**config.mk**
```make
export PLATFORM = sky130hd
export DESIGN_NAME = pong_game
export DESIGN_NICKNAME = d
export VERILOG_FILES = /design/src/rtl/pong_pkg.sv /design/src/rtl/pong_paddle.sv /design/src/rtl/pong_game.sv
export SDC_FILE = /design/constraint.sdc
export NUM_CORES = 1
export LEC_CHECK = 0
export ABC_AREA = 0
export CAP_MARGIN = 30
export CORE_UTILIZATION = 63
export DETAILED_ROUTE_END_ITERATION = 12
export GPL_ROUTABILITY_DRIVEN = 0
export PLACE_DENSITY = 0.88
export SYNTH_ARGS = -nofsm -noshare
export SYNTH_HDL_FRONTEND = slang
export SYNTH_SLANG_ARGS = --single-unit
```
**constraint.sdc**
```tcl
create_clock -name clk -period 3.6 [get_ports clk]
set_clock_uncertainty 0.1 [all_clocks]
set_input_delay 1.08 -clock clk [delete_from_list [all_inputs] [get_ports clk]]
set_output_delay 1.08 -clock clk [all_outputs]
set_load 0.02 [all_outputs]
```
**src/rtl/pong_pkg.sv**
```systemverilog
// Shared constants, state encoding and coordinate type for the pong game.
// All on-screen arithmetic is done in 11-bit signed so subtractions never wrap.
package pong_pkg;

    localparam int H_ACTIVE     = 640;
    localparam int V_ACTIVE     = 480;
    localparam int BALL_SIZE    = 8;
    localparam int PADDLE_W     = 8;
    localparam int PADDLE_H     = 64;
    localparam int PADDLE_L_X   = 16;
    localparam int PADDLE_R_X   = 616;
    localparam int BALL_SPEED   = 4;
    localparam int PADDLE_SPEED = 6;
    localparam int SERVE_FRAMES = 60;

    localparam int BALL_X0   = 316;
    localparam int BALL_Y0   = 236;
    localparam int PADDLE_Y0 = 208;

    typedef enum logic {
        SERVE = 1'b0,
        PLAY  = 1'b1
    } state_t;

    typedef logic signed [10:0] coord_t;

    localparam coord_t C_ZERO         = coord_t'(0);
    localparam coord_t C_H_ACTIVE     = coord_t'(H_ACTIVE);
    localparam coord_t C_V_ACTIVE     = coord_t'(V_ACTIVE);
    localparam coord_t C_BALL_SIZE    = coord_t'(BALL_SIZE);
    localparam coord_t C_PADDLE_W     = coord_t'(PADDLE_W);
    localparam coord_t C_PADDLE_H     = coord_t'(PADDLE_H);
    localparam coord_t C_BALL_SPEED   = coord_t'(BALL_SPEED);
    localparam coord_t C_PADDLE_SPEED = coord_t'(PADDLE_SPEED);
    localparam coord_t C_BALL_X0      = coord_t'(BALL_X0);
    localparam coord_t C_BALL_Y0      = coord_t'(BALL_Y0);
    localparam coord_t C_PADDLE_Y0    = coord_t'(PADDLE_Y0);
    localparam coord_t C_PADDLE_Y_MAX = coord_t'(V_ACTIVE - PADDLE_H);
    localparam coord_t C_BALL_Y_MAX   = coord_t'(V_ACTIVE - BALL_SIZE);
    localparam coord_t C_BALL_X_MAX   = coord_t'(H_ACTIVE - BALL_SIZE);
    localparam coord_t C_L_FACE       = coord_t'(PADDLE_L_X + PADDLE_W);
    localparam coord_t C_R_FACE       = coord_t'(PADDLE_R_X);

endpackage

```
**src/rtl/pong_paddle.sv**
```systemverilog
// One paddle: clamped y register stepped on frame_tick by level buttons.
// Hit flag is combinational from x/y; y updates one cycle after the tick.
module pong_paddle
    import pong_pkg::*;
#(
    parameter int X_POS = PADDLE_L_X
)
(
    input  logic       clk,
    input  logic       rst,
    input  logic       frame_tick,
    input  logic       up,
    input  logic       dn,
    input  logic [9:0] x,
    input  logic [9:0] y,
    output coord_t     y_pos,
    output logic       in_paddle
);

    localparam coord_t C_X_LO = coord_t'(X_POS);
    localparam coord_t C_X_HI = coord_t'(X_POS + PADDLE_W);

    coord_t y_q, y_d, y_move, xs, ys;

    assign xs    = coord_t'({1'b0, x});
    assign ys    = coord_t'({1'b0, y});
    assign y_pos = y_q;

    always_comb begin
        y_d    = y_q;
        y_move = y_q;
        // Both buttons together cancel out.
        if (frame_tick && (up != dn)) begin
            if (up) begin
                y_move = y_q - C_PADDLE_SPEED;
                y_d    = (y_move < C_ZERO) ? C_ZERO : y_move;
            end else begin
                y_move = y_q + C_PADDLE_SPEED;
                y_d    = (y_move > C_PADDLE_Y_MAX) ? C_PADDLE_Y_MAX : y_move;
            end
        end
    end

    always_comb begin
        in_paddle = (xs >= C_X_LO) && (xs < C_X_HI) &&
                    (ys >= y_q) && (ys < y_q + C_PADDLE_H);
    end

    always_ff @(posedge clk) begin
        if (rst) begin
            y_q <= C_PADDLE_Y0;
        end else begin
            y_q <= y_d;
        end
    end

endmodule

```
**src/rtl/pong_game.sv**
```systemverilog
// Pong game state (serve/play FSM, ball, scores) advanced once per frame,
// plus a registered 1-bit pixel for the current x/y (1-cycle latency).
module pong_game
    import pong_pkg::*;
(
    input  logic       clk,
    input  logic       rst,
    input  logic [9:0] x,
    input  logic [9:0] y,
    input  logic       btn_l_up,
    input  logic       btn_l_dn,
    input  logic       btn_r_up,
    input  logic       btn_r_dn,
    output logic       pong_pixel,
    output logic [3:0] score_l,
    output logic [3:0] score_r,
    output logic       serving
);

    state_t     state_q, state_d;
    logic [6:0] serve_cnt_q, serve_cnt_d;
    coord_t     ball_x_q, ball_x_d, ball_y_q, ball_y_d;
    logic       dx_q, dx_d, dy_q, dy_d;
    logic [3:0] score_l_q, score_l_d, score_r_q, score_r_d;
    logic       pixel_q, pixel_d;

    logic   frame_tick, in_l, in_r, in_ball;
    logic   ov_l, ov_r, hit_l, hit_r, miss_l, miss_r;
    logic   dy_next;
    coord_t pl_y, pr_y, xs, ys, y_next;

    assign xs         = coord_t'({1'b0, x});
    assign ys         = coord_t'({1'b0, y});
    assign frame_tick = (x == 10'd0) && (y == 10'(V_ACTIVE));

    pong_paddle #(.X_POS(PADDLE_L_X)) u_paddle_l (
        .clk        (clk),
        .rst        (rst),
        .frame_tick (frame_tick),
        .up         (btn_l_up),
        .dn         (btn_l_dn),
        .x          (x),
        .y          (y),
        .y_pos      (pl_y),
        .in_paddle  (in_l)
    );

    pong_paddle #(.X_POS(PADDLE_R_X)) u_paddle_r (
        .clk        (clk),
        .rst        (rst),
        .frame_tick (frame_tick),
        .up         (btn_r_up),
        .dn         (btn_r_dn),
        .x          (x),
        .y          (y),
        .y_pos      (pr_y),
        .in_paddle  (in_r)
    );

    always_comb begin
        in_ball = (xs >= ball_x_q) && (xs < ball_x_q + C_BALL_SIZE) &&
                  (ys >= ball_y_q) && (ys < ball_y_q + C_BALL_SIZE);
        ov_l    = (ball_y_q + C_BALL_SIZE > pl_y) && (ball_y_q < pl_y + C_PADDLE_H);
        ov_r    = (ball_y_q + C_BALL_SIZE > pr_y) && (ball_y_q < pr_y + C_PADDLE_H);
        hit_l   = !dx_q && (ball_x_q >= C_L_FACE) &&
                  (ball_x_q - C_BALL_SPEED <= C_L_FACE) && ov_l;
        hit_r   = dx_q && (ball_x_q + C_BALL_SIZE <= C_R_FACE) &&
                  (ball_x_q + C_BALL_SIZE + C_BALL_SPEED >= C_R_FACE) && ov_r;
        miss_l  = !dx_q && (ball_x_q < C_BALL_SPEED);
        miss_r  = dx_q && (ball_x_q + C_BALL_SPEED > C_BALL_X_MAX);
    end

    always_comb begin
        y_next  = ball_y_q;
        dy_next = dy_q;
        if (dy_q) begin
            if (ball_y_q + C_BALL_SPEED > C_BALL_Y_MAX) begin
                y_next  = C_BALL_Y_MAX;
                dy_next = 1'b0;
            end else begin
                y_next = ball_y_q + C_BALL_SPEED;
            end
        end else begin
            if (ball_y_q < C_BALL_SPEED) begin
                y_next  = C_ZERO;
                dy_next = 1'b1;
            end else begin
                y_next = ball_y_q - C_BALL_SPEED;
            end
        end
    end

    always_comb begin
        state_d     = state_q;
        serve_cnt_d = serve_cnt_q;
        ball_x_d    = ball_x_q;
        ball_y_d    = ball_y_q;
        dx_d        = dx_q;
        dy_d        = dy_q;
        score_l_d   = score_l_q;
        score_r_d   = score_r_q;
        pixel_d     = (x < 10'(H_ACTIVE)) && (y < 10'(V_ACTIVE)) &&
                      (in_ball || in_l || in_r);

        if (frame_tick) begin
            if (state_q == SERVE) begin
                serve_cnt_d = serve_cnt_q - 7'd1;
                ball_x_d    = C_BALL_X0;
                ball_y_d    = C_BALL_Y0;
                if (serve_cnt_q == 7'd1) begin
                    state_d = PLAY;
                end
            end else if (miss_l || miss_r) begin
                // Re-serve toward whoever conceded; this tick's y motion is dropped.
                score_r_d   = score_r_q + {3'd0, miss_l};
                score_l_d   = score_l_q + {3'd0, miss_r};
                ball_x_d    = C_BALL_X0;
                ball_y_d    = C_BALL_Y0;
                dx_d        = miss_r;
                state_d     = SERVE;
                serve_cnt_d = 7'(SERVE_FRAMES);
            end else begin
                ball_y_d = y_next;
                dy_d     = dy_next;
                if (hit_l) begin
                    ball_x_d = C_L_FACE;
                    dx_d     = 1'b1;
                end else if (hit_r) begin
                    ball_x_d = C_R_FACE - C_BALL_SIZE;
                    dx_d     = 1'b0;
                end else begin
                    ball_x_d = dx_q ? (ball_x_q + C_BALL_SPEED) : (ball_x_q - C_BALL_SPEED);
                end
            end
        end
    end

    always_ff @(posedge clk) begin
        if (rst) begin
            state_q     <= SERVE;
            serve_cnt_q <= 7'(SERVE_FRAMES);
            ball_x_q    <= C_BALL_X0;
            ball_y_q    <= C_BALL_Y0;
            dx_q        <= 1'b1;
            dy_q        <= 1'b1;
            score_l_q   <= 4'd0;
            score_r_q   <= 4'd0;
            pixel_q     <= 1'b0;
        end else begin
            state_q     <= state_d;
            serve_cnt_q <= serve_cnt_d;
            ball_x_q    <= ball_x_d;
            ball_y_q    <= ball_y_d;
            dx_q        <= dx_d;
            dy_q        <= dy_d;
            score_l_q   <= score_l_d;
            score_r_q   <= score_r_d;
            pixel_q     <= pixel_d;
        end
    end

    assign pong_pixel = pixel_q;
    assign score_l    = score_l_q;
    assign score_r    = score_r_q;
    assign serving    = (state_q == SERVE);

endmodule

```
==> metrics.yaml, run 1 <==
outcome:
  status: "complete, no violations"
detailed_routing:
  ant_nets: 0
  met1_length_um: 8760
  routed_wl_um: 21400
  vias_per_cell: 6.74
  vias: 7810
  wl_met3_um: 2110
  drc: 0
  firstDrtPassIters: 7
  routed.top_layer: "met4"
  wire_per_inst_um: 18.4
  wl_met2_um: 9450
  drt_iter0_drc: 864
logic_synthesis:
  ys_warn_count: 0
  synth_nets: 1107
  post-synth-top-area-fraction_pct: 21.2
  yosys.area.top_type: "ha_1"
  yosys-top-cells-area: "ha_1, dfxtp_1, o21ai_0"
  synth_ff_type: "dfxtp_1"
  syn_area_mm2: 0.00725
  syn_inst: 958
  synth-seq-cells: 57
  synth.distinct_cells: 80
  ys_seq_area_share_pct: 15.7
  synthArstFlopShare_pct: 0
  synth_edf_count: 0
  syn_area_per_cell_um2: 7.56
setup_path:
  path_delay_family: "simple AND/OR/NAND/NOR gates"
  worst_ep_required_time_ps: 3730
  arrival_ps: 3590
  cp-end-kind: "register"
  crit_path_cell_trace: "clkdlybuf4s50_1 > nor4_1 > nand2_1 > nor4_2 > buf_4 > nand3_2 > nor2_1 > a22oi_1 > or2_2"
  cp_num_buf_inv: 2
  worst-setup-path-type: "primary input to register"
  crit_slowest_cell: "clkdlybuf4s50_1"
  start_kind: "primary input"
  critical_path.max_fanout: 11
  max_stage_delay_ps: 460
sta:
  timing.hold.ws_ps: 392
  period_needed_ps: 3450
  hold_violations: 0
  rsz0062_at_grt: "false"
  fin_crit_sh_pct: 96.0
  setup_viol: 0
  fmax_mhz: 289
  relSlewSlack_pct: 56.8
  worst_pin_slew_ps: 647
  drv_slew: 0
finish:
  drive_gt1_share_pct: 9.42
  finalNetCount: 1163
  final_area_mm2: 0.00832
  antenna_cells: 0
  synthToLayoutAreaGrowth_pct: 14.9
  n_fill_cell: 817
job:
  maxCapViolations: 0
cts:
  htree_levels: 3
  post_cts_buffers: 0
  clock_path_buffers: 2
  path_clk_slew_ps: 60
  cts_buffers: 9
  root_buffer: "clkbuf_16"
  tritoncts: "done"
  clk_latency_ps: 340
  cts_sinks: 57
power_and_ir_drop:
  switching_share_pct: 24.1
  p_sw_mw: 0.440
  powerDensity_mw_per_mm2: 219
  power_frac_comb_pct: 8.9
  vdd_drop_max_mv: 0.329
  pwr-share-clk_pct: 56.6
  leakage_nw: 3.53
  seqPwrFrac_pct: 34.5
  internal-power_mw: 1.39
floorplan:
  rows: 38
  core_area_mm2: 0.0110
  die_area_mm2: 0.0119
  initial_core_util_pct: 65.7
  die_w_um: 109
  io_pins: 36
  die_h_um: 109
hold_path:
  worstHoldPathType: "register to register"
grt:
  track_usage_pct: 37.2
  grt_max_degree: 27
  grt_pass1_vias: 7222
  grt_pass1_wl_um: 34800
  overflow: 0
  antenna_found_initial: 0
placement:
  placed_area_mm2: 0.00796
  io_buffers: 35
  hpwlAfterDp_um: 15900
power by group through the flow:
| stage | logic, mW | registers, mW | clock network, mW |
|---|---|---|---|
| after floorplan | 0.0751 | 0.645 | 0 |
| after global placement | 0.149 | 0.645 | 0 |
| after detailed placement | 0.155 | 0.645 | 0 |
| after CTS | 0.157 | 0.631 | 1.04 |
| after global routing | 0.177 | 0.631 | 1.07 |
| final | 0.162 | 0.631 | 1.03 |
worst min-delay path, delay by kind of cell (launching register included):
family | cells | cell delay (ps)
DFF | 1 | 320
and+or+nand+nor | 1 | 70
AOI/OAI and AO/OA | 1 | 50
layer usage:
metal / vias up / GRT usage (%)
met3: 107 / 7.05
met5: - / 0
met4: 0 / 17.7
li1: 3667 / -
met1: 3606 / 48.1
met2: 430 / 59.4
timing repair:
item                                    4_1_cts  5_1_grt
hold buffers                                  0        0
endpoints found under the setup margin        0        8
hold endpoints to repair                      0        0
gates resized for setup                       0        3
sequential cells by signal, summed over array words and instances, names as in the netlist, 4 cells and up:
name	flops
score_l	4
u_paddle_l.y_pos	10
ball_x_q	9
score_r	4
ball_y_q	9
serve_cnt_q	7
u_paddle_r.y_pos	10
final cells by class:
type	count	area [um2]	share of cell area (%)
clock buffers	9	225	2.71
clock inverters	7	125	1.50
inverters	64	240	2.89
multi-input cells	793	5660	68.0
flip-flops and latches	57	1140	13.7
well taps	140	175	2.10
repair buffers	89	751	9.02
cell usage in the layout (no fill, tap or decap), types with 20 or more instances in the layout:
cell type        count
ha_1               123
nor2_1              80
nand2_1             75
o21ai_0             66
a21oi_1             64
inv_1               58
dfxtp_1             55
buf_4               54
nand3_1             36
xnor2_1             34
clkdlybuf4s50_1     34
nand4_1             22
nor3_1              22
xor2_1              20
synth_stat cells (all sizes together), types with 4 or more instances:
cell type    n
ha         123
nor2        81
nand2       75
o21ai       69
a21oi       65
inv         59
dfxtp       57
nand3       37
xnor2       36
clkbuf      23
nor3        23
nand4       22
buf         21
xor2        20
nor4        16
a31oi       15
a21o        13
a211oi      12
nand2b      12
o31ai       12
o22ai       11
or3         11
nor2b       10
and2         9
o21a         9
a221oi       7
and3         7
o211ai       7
a2111oi      6
a221o        6
nand4b       6
a22oi        5
clkinv       5
o2111ai      5
o21bai       5
a2111o       4
and4         4
mux2i        4
o2bb2ai      4
or2          4
cells by family after synthesis:
family,count (synthesis),synth area share [%]
fa+ha+maj,124,21.4
mux,6,0.863
compound gates,277,25.4
flops,57,15.7
simple gates,330,23.5
buf+inv,108,6.22
xor+xnor,56,6.87
path summary, 6_finish.rpt:
| check | from | to | slack [ps] | cells past startpoint |
|---|---|---|---|---|
| setup / recovery | y[1] | ball_y_q[7] | 150 | 9 |
| hold / removal | serve_cnt_q[1] | serve_cnt_q[1] | 390 | 2 |
| setup reg to reg | ball_y_q[3] | ball_x_q[10] | 190 | 12 |
| hold reg to reg | serve_cnt_q[1] | serve_cnt_q[1] | 390 | 2 |
metrics by stage:
| step | std cells | util [%] | setup WS [ps] | setup TNS, ps | power, mW |
|---|---|---|---|---|---|
| 2_1_floorplan | 958 | - | 516 | 0 | 0.720 |
| 3_3_place_gp | 1143 | 72.2 | 14.5 | 0 | 0.794 |
| 3_5_place_dp | 1143 | 72.2 | -87.4 | -371 | 0.800 |
| 4_1_cts | 1159 | 75.4 | 49.1 | 0 | 1.83 |
| 5_1_grt | 1159 | 75.4 | 3.82 | 0 | 1.87 |
| 6_report | 1159 | 75.4 | 145 | 0 | 1.83 |
(Power assumes the default switching activity.)
==> inputs of run 2 (changes only) <==
--- a/config.mk
+++ b/config.mk
@@ -11,6 +11,7 @@
 export DETAILED_ROUTE_END_ITERATION = 12
 export GPL_ROUTABILITY_DRIVEN = 0
 export PLACE_DENSITY = 0.88
+export RECOVER_POWER = 25
 export SYNTH_ARGS = -nofsm -noshare
 export SYNTH_HDL_FRONTEND = slang
 export SYNTH_SLANG_ARGS = --single-unit
==> metrics.yaml, run 2 (same netlist as run 1, synthesis figures left out) <==
finish:
  antenna_cells: 0  # unchanged
  multi_input_area_mm2: 0.00564  # was 0.00566 mm2
  synthToLayoutAreaGrowth_pct: 14.5  # was 14.9%
  drive_gt1_share_pct: 9.13  # was 9.42%
  layout_commonest_cell: "ha_1"  # unchanged
  final_area_mm2: 0.00830  # was 0.00832 mm2
  finalNetCount: 1163  # unchanged
  utilization_pct: 75.2  # was 75.4%
  n_fill_cell: 820  # was 817
  regArea_mm2: 0.00114  # unchanged
  final_cell_mix: "ha_1, nor2_1, nand2_1, o21ai_0, a21oi_1"  # unchanged
sta:
  period_needed_ps: 3440  # was 3450 ps
  relSlewSlack_pct: 57.1  # was 56.8%
  worst_pin_slew_ps: 642  # was 647 ps
  rsz0062_at_grt: "false"  # unchanged
  fin_crit_sh_pct: 95.7  # was 96.0%
  fmax_mhz: 290  # was 289 MHz
  drv_slew: 0  # unchanged
  hold_violations: 0  # unchanged
  final.setup.tns_ps: 0  # unchanged
  setup_viol: 0  # unchanged
floorplan:
  io_pins: 36  # unchanged
  core_area_mm2: 0.0110  # unchanged
  die_area_mm2: 0.0119  # unchanged
  die_w_um: 109  # unchanged
  initial_core_util_pct: 65.7  # unchanged
  rows: 38  # unchanged
  die_h_um: 109  # unchanged
setup_path:
  crit_path_cell_trace: "clkdlybuf4s50_1 > nor4_1 > nand2_1 > nor4_2 > buf_4 > nand3_2 > nor2_1 > a22oi_1 > or2_2"  # unchanged
  crit_slowest_cell: "clkdlybuf4s50_1"  # unchanged
  worstSetupPathDepth: 9  # unchanged
  startpoint: "y[1]"  # unchanged
  cp-end-kind: "register"  # unchanged
  worst_ep_required_time_ps: 3730  # about the same
  cp_num_buf_inv: 2  # unchanged
  critical_path.max_fanout: 11  # unchanged
  r2r_start: "u_paddle_l.y_pos[5]"  # was ball_y_q[3]
  path_delay_family: "simple AND/OR/NAND/NOR gates"  # unchanged
  arrival_ps: 3580  # was 3590 ps
  worst-setup-path-type: "primary input to register"  # unchanged
  start_kind: "primary input"  # unchanged
  reg2reg_depth: 10  # was 12
  max_stage_delay_ps: 460  # about the same
cts:
  cts_sinks: 57  # unchanged
  path_clk_slew_ps: 60  # about the same
  tritoncts: "done"  # unchanged
  clk_latency_ps: 350  # was 340 ps
  root_buffer: "clkbuf_16"  # unchanged
  htree_levels: 3  # unchanged
  post_cts_buffers: 0  # unchanged
  cts_buffers: 9  # unchanged
  clock_path_buffers: 2  # unchanged
detailed_routing:
  vias_per_cell: 6.73  # was 6.74
  firstDrtPassIters: 9  # was 7
  drt_iter0_drc: 860  # was 864
  routed_wl_um: 21400  # about the same
  wire_per_inst_um: 18.4  # about the same
  ant_nets: 0  # unchanged
  drc: 1  # was 0
  vias: 7796  # was 7810
power_and_ir_drop:
  powerDensity_mw_per_mm2: 220  # was 219 mW/mm2
  leakage_nw: 3.54  # was 3.53 nW
  vdd_drop_max_mv: 0.330  # was 0.329 mV
hold_path:
  holdCritStartpoint: "serve_cnt_q[1]"  # unchanged
  min_path_cells: 2  # unchanged
  worstHoldPathType: "register to register"  # unchanged
grt:
  grt_pass1_wl_um: 34800  # unchanged
  antenna_found_initial: 0  # unchanged
  track_usage_pct: 37.2  # unchanged
  grt_pass1_vias: 7222  # unchanged
  grt_max_degree: 27  # unchanged
  overflow: 0  # unchanged
placement:
  placed_area_mm2: 0.00796  # unchanged
  io_buffers: 35  # unchanged
  hpwlAfterDp_um: 15900  # unchanged
outcome:
  violations: "design-rule violations"
  status: "complete, but fails checks"  # was complete, no violations
job:
  maxCapViolations: 0  # unchanged
==> run 2: changes by cell type in the layout (fill, tap and decap cells not counted) <==
cell,delta
clkdlybuf4s50_1,-10
dlygate4sd3_1,+10
a21oi_1,+1
a21oi_2,-1
buf_4,-1
clkbuf_1,+1
nor4_1,+1
nor4_4,-1
==> run 2: layout make-up <==
cell class	instances	share of cell area [%]
Clock inverter	7	1.51
Sequential cell	57	13.8
Multi-Input combinational cell	793	68.0
Clock buffer	9	2.71
Inverter	64	2.89
Timing Repair Buffer	89	9.00
Tap cell	140	2.11
==> run 2: final timing paths <==
check / slack [ps] / to
setup / recovery: 160 / ball_y_q[7]
hold / removal: 390 / serve_cnt_q[1]
setup reg to reg: 200 / u_paddle_l.y_pos[8]
hold reg to reg: 390 / serve_cnt_q[1]
==> run 2: repair_timing <==
item,in CTS,in global routing
gates resized for setup,0,3
endpoints found under the setup margin,0,8
hold buffers,0,0
==> run 2: layer usage <==
metal | global-route usage (%) | up-vias | routed length (um)
li1 | - | 3668 | -
met3 | 7.05 | 88 | 1990
met4 | 17.7 | 0 | 969
met5 | 0 | - | 0
met2 | 59.4 | 417 | 9580
met1 | 48.1 | 3623 | 8820
==> run 2: metrics by stage <==
| step | power, mW | setup slack, ps | std cells | hold slack [ps] |
|---|---|---|---|---|
| global route | 1.87 | 3.82 | 1159 | 418 |
| floorplan | 0.720 | 516 | 958 | 359 |
| global placement | 0.794 | 14.5 | 1143 | 379 |
| detailed placement | 0.800 | -87.4 | 1143 | 382 |
| CTS | 1.83 | 49.1 | 1159 | 392 |
| finish | 1.83 | 156 | 1159 | 391 |
==> run 2: report_power, final <==
group          total, mW  switching [mW]  internal [mW]
combinational      0.162          0.0890         0.0728
clock               1.03           0.350          0.683
sequential         0.631       0.0000708          0.631
==> run 2: tightest hold or removal path, stage by stage (launching register included) <==
cell and delay (ps):
dfxtp_1 320, nand2b_1 70, a21oi_1 50
==> inputs of run 3 (changes only) <==
--- a/config.mk
+++ b/config.mk
@@ -12,6 +12,7 @@
 export GPL_ROUTABILITY_DRIVEN = 0
 export PLACE_DENSITY = 0.88
 export RECOVER_POWER = 25
+export SKIP_CTS_REPAIR_TIMING = 1
 export SYNTH_ARGS = -nofsm -noshare
 export SYNTH_HDL_FRONTEND = slang
 export SYNTH_SLANG_ARGS = --single-unit
==> results of run 3 <==
Same layout as run 2: the final DEF is identical, and so are final timing and power.
